==> src/rtl/button_debounce_bank.sv <==
// -----------------------------------------------------------------------------
// button_debounce_bank
//   N-channel conditioner for raw board buttons and switches. Each channel has
//   a 2-FF synchronizer, a stability counter, a debounced level and registered
//   one-cycle rise/fall pulses. All outputs are synchronous to clk.
//
//   A new level is accepted only after the synchronized input has disagreed
//   with the current debounced level for STABLE_COUNT consecutive cycles. Any
//   cycle of agreement discards the partial qualification.
//
// Parameters
//   N             number of channels
//   CNT_W         stability counter width (2**CNT_W must exceed STABLE_COUNT)
//   STABLE_COUNT  consecutive mismatch cycles needed to accept a level (>= 1)
//
// Ports
//   clk         system clock, rising edge
//   reset_n     synchronous reset, active-low
//   raw_in      asynchronous raw levels [N]
//   db_level    debounced level [N]
//   rise_pulse  one-cycle pulse, set on the edge db_level goes 0->1 [N]
//   fall_pulse  one-cycle pulse, set on the edge db_level goes 1->0 [N]
//   toggle_out  flips on every accepted rise (press-on/press-off) [N]
//
// Configuration
//   DEBOUNCE_TOGGLE_EN  defined: toggle_out is a per-channel toggle latch.
//                       undefined: toggle_out is constant zero, no flops.
// -----------------------------------------------------------------------------
module button_debounce_bank #(
  parameter int N            = 5,
  parameter int CNT_W        = 20,
  parameter int STABLE_COUNT = 1000000
) (
  input  logic         clk,
  input  logic         reset_n,
  input  logic [N-1:0] raw_in,
  output logic [N-1:0] db_level,
  output logic [N-1:0] rise_pulse,
  output logic [N-1:0] fall_pulse,
  output logic [N-1:0] toggle_out
);

  // Bad parameter combinations would silently wrap the counter; stop early.
  if (STABLE_COUNT < 1 || longint'(STABLE_COUNT) >= (longint'(1) << CNT_W)) begin : g_bad_params
    $error("button_debounce_bank: need 1 <= STABLE_COUNT < 2**CNT_W");
  end

  localparam logic [CNT_W-1:0] LAST = CNT_W'(STABLE_COUNT - 1);

  // Per-channel view: STABLE when the synchronized input agrees with the
  // debounced level, QUALIFY while it disagrees and the counter is running.
  typedef enum logic {
    STABLE  = 1'b0,
    QUALIFY = 1'b1
  } chan_state_e;

  logic [N-1:0]     sync0;
  logic [N-1:0]     sync1;
  logic [CNT_W-1:0] cnt      [N];
  logic [CNT_W-1:0] cnt_next [N];
  chan_state_e      state    [N];
  logic [N-1:0]     accept;    // level accepted on this edge
  logic [N-1:0]     rise_det;  // accepted level is 1
  logic [N-1:0]     fall_det;  // accepted level is 0

  // ---------------------------------------------------------------------------
  // Next-state logic for the per-channel qualification
  // ---------------------------------------------------------------------------
  always_comb begin
    // NOTE: every output of this block gets a default first, so no path can
    // leave a value unassigned and infer a latch.
    accept = '0;
    for (int i = 0; i < N; i++) begin
      cnt_next[i] = cnt[i];
      state[i]    = (sync1[i] == db_level[i]) ? STABLE : QUALIFY;
      unique case (state[i])
        STABLE: cnt_next[i] = '0;
        QUALIFY: begin
          if (cnt[i] == LAST) begin
            accept[i]   = 1'b1;
            cnt_next[i] = '0;
          end else begin
            cnt_next[i] = cnt[i] + CNT_W'(1);
          end
        end
        default: cnt_next[i] = '0;
      endcase
    end
  end

  // An accepted change always moves db_level to sync1, so sync1 gives the
  // direction of the edge.
  assign rise_det = accept & sync1;
  assign fall_det = accept & ~sync1;

  // ---------------------------------------------------------------------------
  // State registers
  // ---------------------------------------------------------------------------
  always_ff @(posedge clk) begin
    // NOTE: state is updated with non-blocking assignments so every flop
    // samples pre-edge values regardless of statement order.
    if (!reset_n) begin
      sync0      <= '0;
      sync1      <= '0;
      db_level   <= '0;
      rise_pulse <= '0;
      fall_pulse <= '0;
      // NOTE: the counter array is reset explicitly; it is a handful of
      // flops, not a RAM, and a stale partial count must not survive reset.
      for (int i = 0; i < N; i++) cnt[i] <= '0;
    end else begin
      sync0      <= raw_in;
      sync1      <= sync0;
      db_level   <= db_level ^ accept;
      rise_pulse <= rise_det;
      fall_pulse <= fall_det;
      for (int i = 0; i < N; i++) cnt[i] <= cnt_next[i];
    end
  end

  // ---------------------------------------------------------------------------
  // Optional press-toggled latch
  // ---------------------------------------------------------------------------
`ifdef DEBOUNCE_TOGGLE_EN
  always_ff @(posedge clk) begin
    if (!reset_n) toggle_out <= '0;
    else          toggle_out <= toggle_out ^ rise_det;
  end
`else
  assign toggle_out = '0;
`endif

endmodule

==> config.mk <==
export PLATFORM = sky130hd
export DESIGN_NAME = button_debounce_bank
export DESIGN_NICKNAME = d
export VERILOG_FILES = /design/src/rtl/button_debounce_bank.sv
export SDC_FILE = /design/constraint.sdc
export NUM_CORES = 1
export LEC_CHECK = 0
export CORE_ASPECT_RATIO = 1.5
export CORE_MARGIN = 1
export CORE_UTILIZATION = 40
export CTS_CLUSTER_DIAMETER = 80
export CTS_CLUSTER_SIZE = 8
export DETAILED_ROUTE_END_ITERATION = 16
export SLEW_MARGIN = 0
export SYNTH_ARGS = -nofsm -noshare
export SYNTH_HDL_FRONTEND = slang
export SYNTH_SLANG_ARGS = --single-unit
==> constraint.sdc <==
create_clock -name clk -period 5.6 [get_ports clk]
set_clock_uncertainty 0.2 [all_clocks]
set_input_delay 0.56 -clock clk [delete_from_list [all_inputs] [get_ports clk]]
set_output_delay 0.56 -clock clk [all_outputs]
set_load 0.02 [all_outputs]
==> flow_summary.ini, run 1 <==
[synthesis]
synthAdderAreaFrac_pct = 1.17
post-synth-top-area-fraction_pct = 46.9
syn_area_per_cell_um2 = 8.67
synth_mux_area_share_pct = 0
synth_xor_area_share_pct = 8.69
yosys.cell_types.count = 36
synth_top_family_by_area = simple AND/OR/NAND/NOR gates
synth_simple_gate_area_share_pct = 29.1
syn-cell-area_um2 = 5340
yosys_warnings = 0
synth_edf_count = 0
synthFlopType = dfxtp_1
ys_seq_area_share_pct = 46.9
syn_inst = 616
async_flop_share_pct = 0
synth_area_leader_cell = dfxtp_1
synth-seq-cells = 125
synth_compound_area_share_pct = 9.54
synth_most_common_cell = dfxtp_1
synth_common_cells = dfxtp_1, nor2_1, a21oi_1, nand3_1, xnor2_1
synth_area_leaders = dfxtp_1, nor2_1, xnor2_1

[cells_and_area]
drive_gt1_share_pct = 6.01
num-nets-final = 648
syn_to_final_growth_pct = 16.8
diodes = 0

[critical_path]
crit_type = reg -> reg
cp_max_fo = 20
crit_required_ns = 5.65
max_stage_delay_ns = 0.71
cp_data_arrival_time_ns = 2.69
slowest_stage = o221ai_2
crit_path_end_kind = register
start_kind = register
worst-path-buf-inv = 0
cp_cell_sequence = or4_1 > or4_4 > o221ai_2 > nor2_1
cp_top_family = simple AND/OR/NAND/NOR gates

[detailed_routing]
avgRoutedWirePerCell_um = 13.1
vias_per_cell = 5.37
drt_first_pass_iters = 4
vias = 4336
wirelength_mm = 10.6
drt_iter0_markers = 136
postRouteAntennaNets = 0
route.detailed.drc = 0

[cts]
ctsResizeCount = 0
path_clk_slew_ns = 0.05
cts_buffers = 17
numClockSinks = 125
cts_setup_buffers = 0
clk-insertion-delay-late_ns = 0.41
cts_hold_buf = 0
cts_tree = yes
h-tree-depth = 4
cts_root_buf = clkbuf_16
cts_max_path_buffers = 2

[placed_design]
dp_hpwl_mm = 7.32
place_ws_ns = 2.93
gp_congestion = 0.764
portBuffers = 21

[power]
swShare_pct = 19.5
p_switching_mw = 0.388
peakVddDrop_mv = 0.166
power_frac_comb_pct = 1.2
intPower_mw = 1.60
power_density_nw_per_um2 = 319
p_leak_nw = 1.91
pwr-share-seq_pct = 45.1
clkPwrFrac_pct = 53.8

[floorplan]
die_y_um = 144
fp.dieW_um = 96.3
num_io_pins = 27
core_um2 = 13000
rows = 51
die_area_um2 = 13800
initial_core_util_pct = 41.0

[sta]
period_minus_slack_ns = 2.64
max_freq_ghz = 0.379
tightest_slew_ns = 0.909
fin_crit_sh_pct = 47.2
final-hold-violation-count = 0
slew_headroom_pct = 39.4
layout_setup_ws_ns = 2.96
setup_viol = 0
fin_tns_setup_ns = 0
slew_violations = 0
rsz0062_at_grt = false

[grt]
grt_pass1_vias = 4077
antenna_found_initial = 0
grt_max_degree = 26
overflow = 0
grt.total_usage_pct = 16.6
grt_pass1_wl_mm = 17.9

[min_path]
hold_path_class = reg -> reg

[run_status]
outcome = completed

[run]
maxCapViolations = 0
-- metal layers --
layer | track usage, % | up-vias | part of all wire (%)
li1 | - | 2194 | -
met5 | 0 | - | 0
met4 | 7.12 | 0 | 1.3
met3 | 5.50 | 16 | 4.5
met2 | 29.0 | 67 | 51
met1 | 17.9 | 2059 | 43
-- layout by cell type, fill, tap and decap left out, types with 4 or more instances in the layout --
cell type	n
dfxtp_1	125
nor3_1	10
xor2_1	22
or3_1	29
nand2_1	27
nor4b_1	10
nand4_1	17
o21ai_0	28
or4_1	22
inv_1	28
o31ai_1	14
nor2_1	75
a21oi_1	43
xnor2_1	31
buf_4	4
clkbuf_16	17
nand3_1	39
ha_1	5
nor2b_1	4
conb_1	5
clkbuf_8	4
clkbuf_1	4
clkinv_2	5
clkdlybuf4s50_1	21
nor4_1	8
and2_1	15
and3_1	17
-- area by class of cell --
cell class / instances / area [um2]
clock buffer: 25 / 495
fill: 1264 / 6780
inverter: 28 / 105
tap: 159 / 199
timing repair buffer: 25 / 240
sequential: 125 / 2500
clock inverter: 7 / 85.1
multi-input combinational: 439 / 2610
-- worst reg2reg max path, cell delays in order, from the launching register on --
cell and delay (ns):
dfxtp_1 0.35, or4_1 0.54, or4_4 0.55, o221ai_2 0.71
nor2_1 0.13
-- stage by stage --
step / util [%] / total power [mW] / hold slack [ns] / instances / instance area, um2
after floorplan: - / 0.933 / 0.212 / 620 / 5360
after global placement: 43.5 / 0.938 / 0.214 / 776 / 5660
after detailed placement: 43.5 / 0.939 / 0.218 / 776 / 5660
after CTS: 47.9 / 2.01 / 0.236 / 808 / 6240
after global routing: 47.9 / 2.06 / 0.243 / 808 / 6240
final: 47.9 / 1.99 / 0.231 / 808 / 6240
-- flip-flops by register name (all words and copies together) (netlist names), named ones only --
| signal | cells |
|---|---|
| sync0 | 5 |
| cnt | 100 |
| sync1 | 5 |
| fall_pulse | 5 |
| rise_pulse | 5 |
-- worst paths after layout --
| check | from | slack, ns | to | cells after the start |
|---|---|---|---|---|
| worst max register to register | cnt[0][66] | 2.96 | cnt[0][66] | 4 |
| worst max-delay path | cnt[0][66] | 2.96 | cnt[0][66] | 4 |
| worst min-delay path | sync0[3] | 0.23 | sync1[3] | 1 |
| worst min register to register | sync0[3] | 0.23 | sync1[3] | 1 |
-- power by group through the flow --
| stage | clock (mW) | sequential (mW) | combinational (mW) |
|---|---|---|---|
| floorplan | 0 | 0.915 | 0.0178 |
| global placement | 0 | 0.915 | 0.0226 |
| detailed placement | 0 | 0.916 | 0.0232 |
| CTS | 1.09 | 0.897 | 0.0233 |
| global route | 1.14 | 0.897 | 0.0258 |
| finish | 1.07 | 0.897 | 0.0230 |
-- logic make-up (layout without fill, tap and decap cells) --
| kind of cell | Yosys count | in the layout |
|---|---|---|
| simple gates | 286 | 286 |
| buf+inv | 56 | 85 |
| xor+xnor | 53 | 53 |
| compound gates | 90 | 90 |
| fa+ha+maj | 5 | 5 |
| flops | 125 | 125 |
| other cells | 1 | 5 |
No activity file was read; power rests on OpenSTA's default activity.
==> run 2: changes to the inputs <==
Clock period 5.6 ns to 2.2 ns, I/O delays scaled along.
==> run 2 against run 1 <==
Final cell count rose by 4.1%. Via count grew 2.4%. Cell area is 4.9% higher. Sequential share of layout area shrank 1.8 points. Sequential cell count stayed put. Highest routed layer unchanged.
==> flow_summary.ini, run 2 (synthesis results as in run 1) <==
[run_status]
outcome = completed

[floorplan]
rows = 51
die_area_um2 = 13800
fp.dieW_um = 96.3
num_io_pins = 27
core_um2 = 13000
initial_core_util_pct = 41.0
die_y_um = 144

[sta]
fin_crit_sh_pct = 97.7
hold_ws_ns = 0.199
rsz0062_at_grt = true
period_minus_slack_ns = 2.15
slew_violations = 0
final-hold-violation-count = 0
setup_viol = 0
max_freq_ghz = 0.465

[cts]
cts_root_buf = clkbuf_16
cts_buffers = 17
h-tree-depth = 4
cts_tree = yes
cts_max_path_buffers = 2
numClockSinks = 125
path_clk_slew_ns = 0.05
cts_hold_buf = 0
clk-insertion-delay-late_ns = 0.40

[critical_path]
crit_required_ns = 2.29
worst-path-buf-inv = 1
crit_path_end_kind = register
max_stage_delay_ns = 0.56
cp_data_arrival_time_ns = 2.24
cp_top_family = simple AND/OR/NAND/NOR gates
cp_max_fo = 20
crit_type = reg -> reg
cp_cell_sequence = or4_1 > or4_4 > o221ai_4 > buf_12 > nor2_1
slowest_stage = or4_4
start_kind = register

[cells_and_area]
finalNonFillerCells = 841
fillers = 1251
syn_to_final_growth_pct = 22.5
largest_reg_flops = 100
diodes = 0
layout_commonest_cell = dfxtp_1
final_util_pct = 50.2
max_flop_register = cnt
drive_gt1_share_pct = 11.6
num-nets-final = 681
mostFrequentLayoutCells = dfxtp_1, nor2_1, a21oi_1

[detailed_routing]
vias = 4440
postRouteAntennaNets = 0
drt_iter0_markers = 188
vias_per_cell = 5.28
avgRoutedWirePerCell_um = 13.2
drt_first_pass_iters = 5
route.detailed.drc = 0
wirelength_mm = 11.1

[placed_design]
gp_congestion = 0.781
portBuffers = 21
dp_hpwl_mm = 7.70
dp.cells = 807

[min_path]
hold_path_class = in -> reg

[power]
fin_total_pwr_mw = 5.08
peakVddDrop_mv = 0.495
power_density_nw_per_um2 = 777
p_leak_nw = 2.09

[grt]
grt_pass1_vias = 4325
antenna_found_initial = 0
overflow = 0
grt_pass1_wl_mm = 18.4
grt_max_degree = 26
grt.total_usage_pct = 17.2

[run]
maxCapViolations = 0
-- run 2: changes by cell type in the layout (fill, tap and decap cells not counted), sizes merged --
cell,before,now
buf,4,36
clkinvlp,0,1
clkinv,5,3
clkbuf,25,27
-- run 2: area by class of cell --
type	instances	area, um2	area share [%]
inverter	28	105	1.61
clock buffer	26	499	7.63
tap	159	199	3.04
sequential	125	2500	38.3
clock inverter	6	82.6	1.26
timing repair buffer	58	504	7.71
multi-input combinational	439	2650	40.5
-- run 2: final timing paths --
check,slack [ns],startpoint,depth (start not counted),endpoint
max reg2reg,0.05,cnt[0][66],5,cnt[0][71]
min reg2reg,0.21,cnt[0][0],1,cnt[0][0]
min,0.20,raw_in[4],2,sync0[4]
max,0.05,cnt[0][66],5,cnt[0][71]
-- run 2: layer usage --
metal  GRT usage (%)  up-vias  share of wire [%]  routed length (um)
met3            5.24        4                3.1                 340
met5               0        -                  0                   0
li1                -     2270                  -                   -
met2            31.7       55                 53                5860
met4            6.35        0               0.46                  51
met1            18.0     2111                 44                4860
-- run 2: report_power, final --
| part | switching [mW] | internal [mW] | total, mW |
|---|---|---|---|
| Combinational | 0.0429 | 0.0281 | 0.0710 |
| Sequential | 0.00472 | 2.28 | 2.28 |
| Clock | 0.945 | 1.78 | 2.73 |
-- run 2: timing repair --
item | 4_1_cts | 5_1_grt
buffers inserted | 0 | 1
gates resized for setup | 0 | 11
setup endpoints to repair | 0 | 35
-- run 2: per-stage QoR --
step / setup slack [ns] / cell area [um2] / setup TNS (ns)
3_3_place_gp: 0.0827 / 5900 / 0
4_1_cts: 0.0373 / 6480 / 0
2_1_floorplan: 0.0422 / 5360 / 0
6_report: 0.0513 / 6540 / 0
5_1_grt: -0.0150 / 6540 / -0.0400
3_5_place_dp: 0.0361 / 5900 / 0
-- run 2: worst reg2reg max path: cells and delay by family, from the launching register on --
kind,cells,cell delay (ns)
compound gates,1,0.22
buf+inv,1,0.18
flops,1,0.30
simple gates,3,1.14
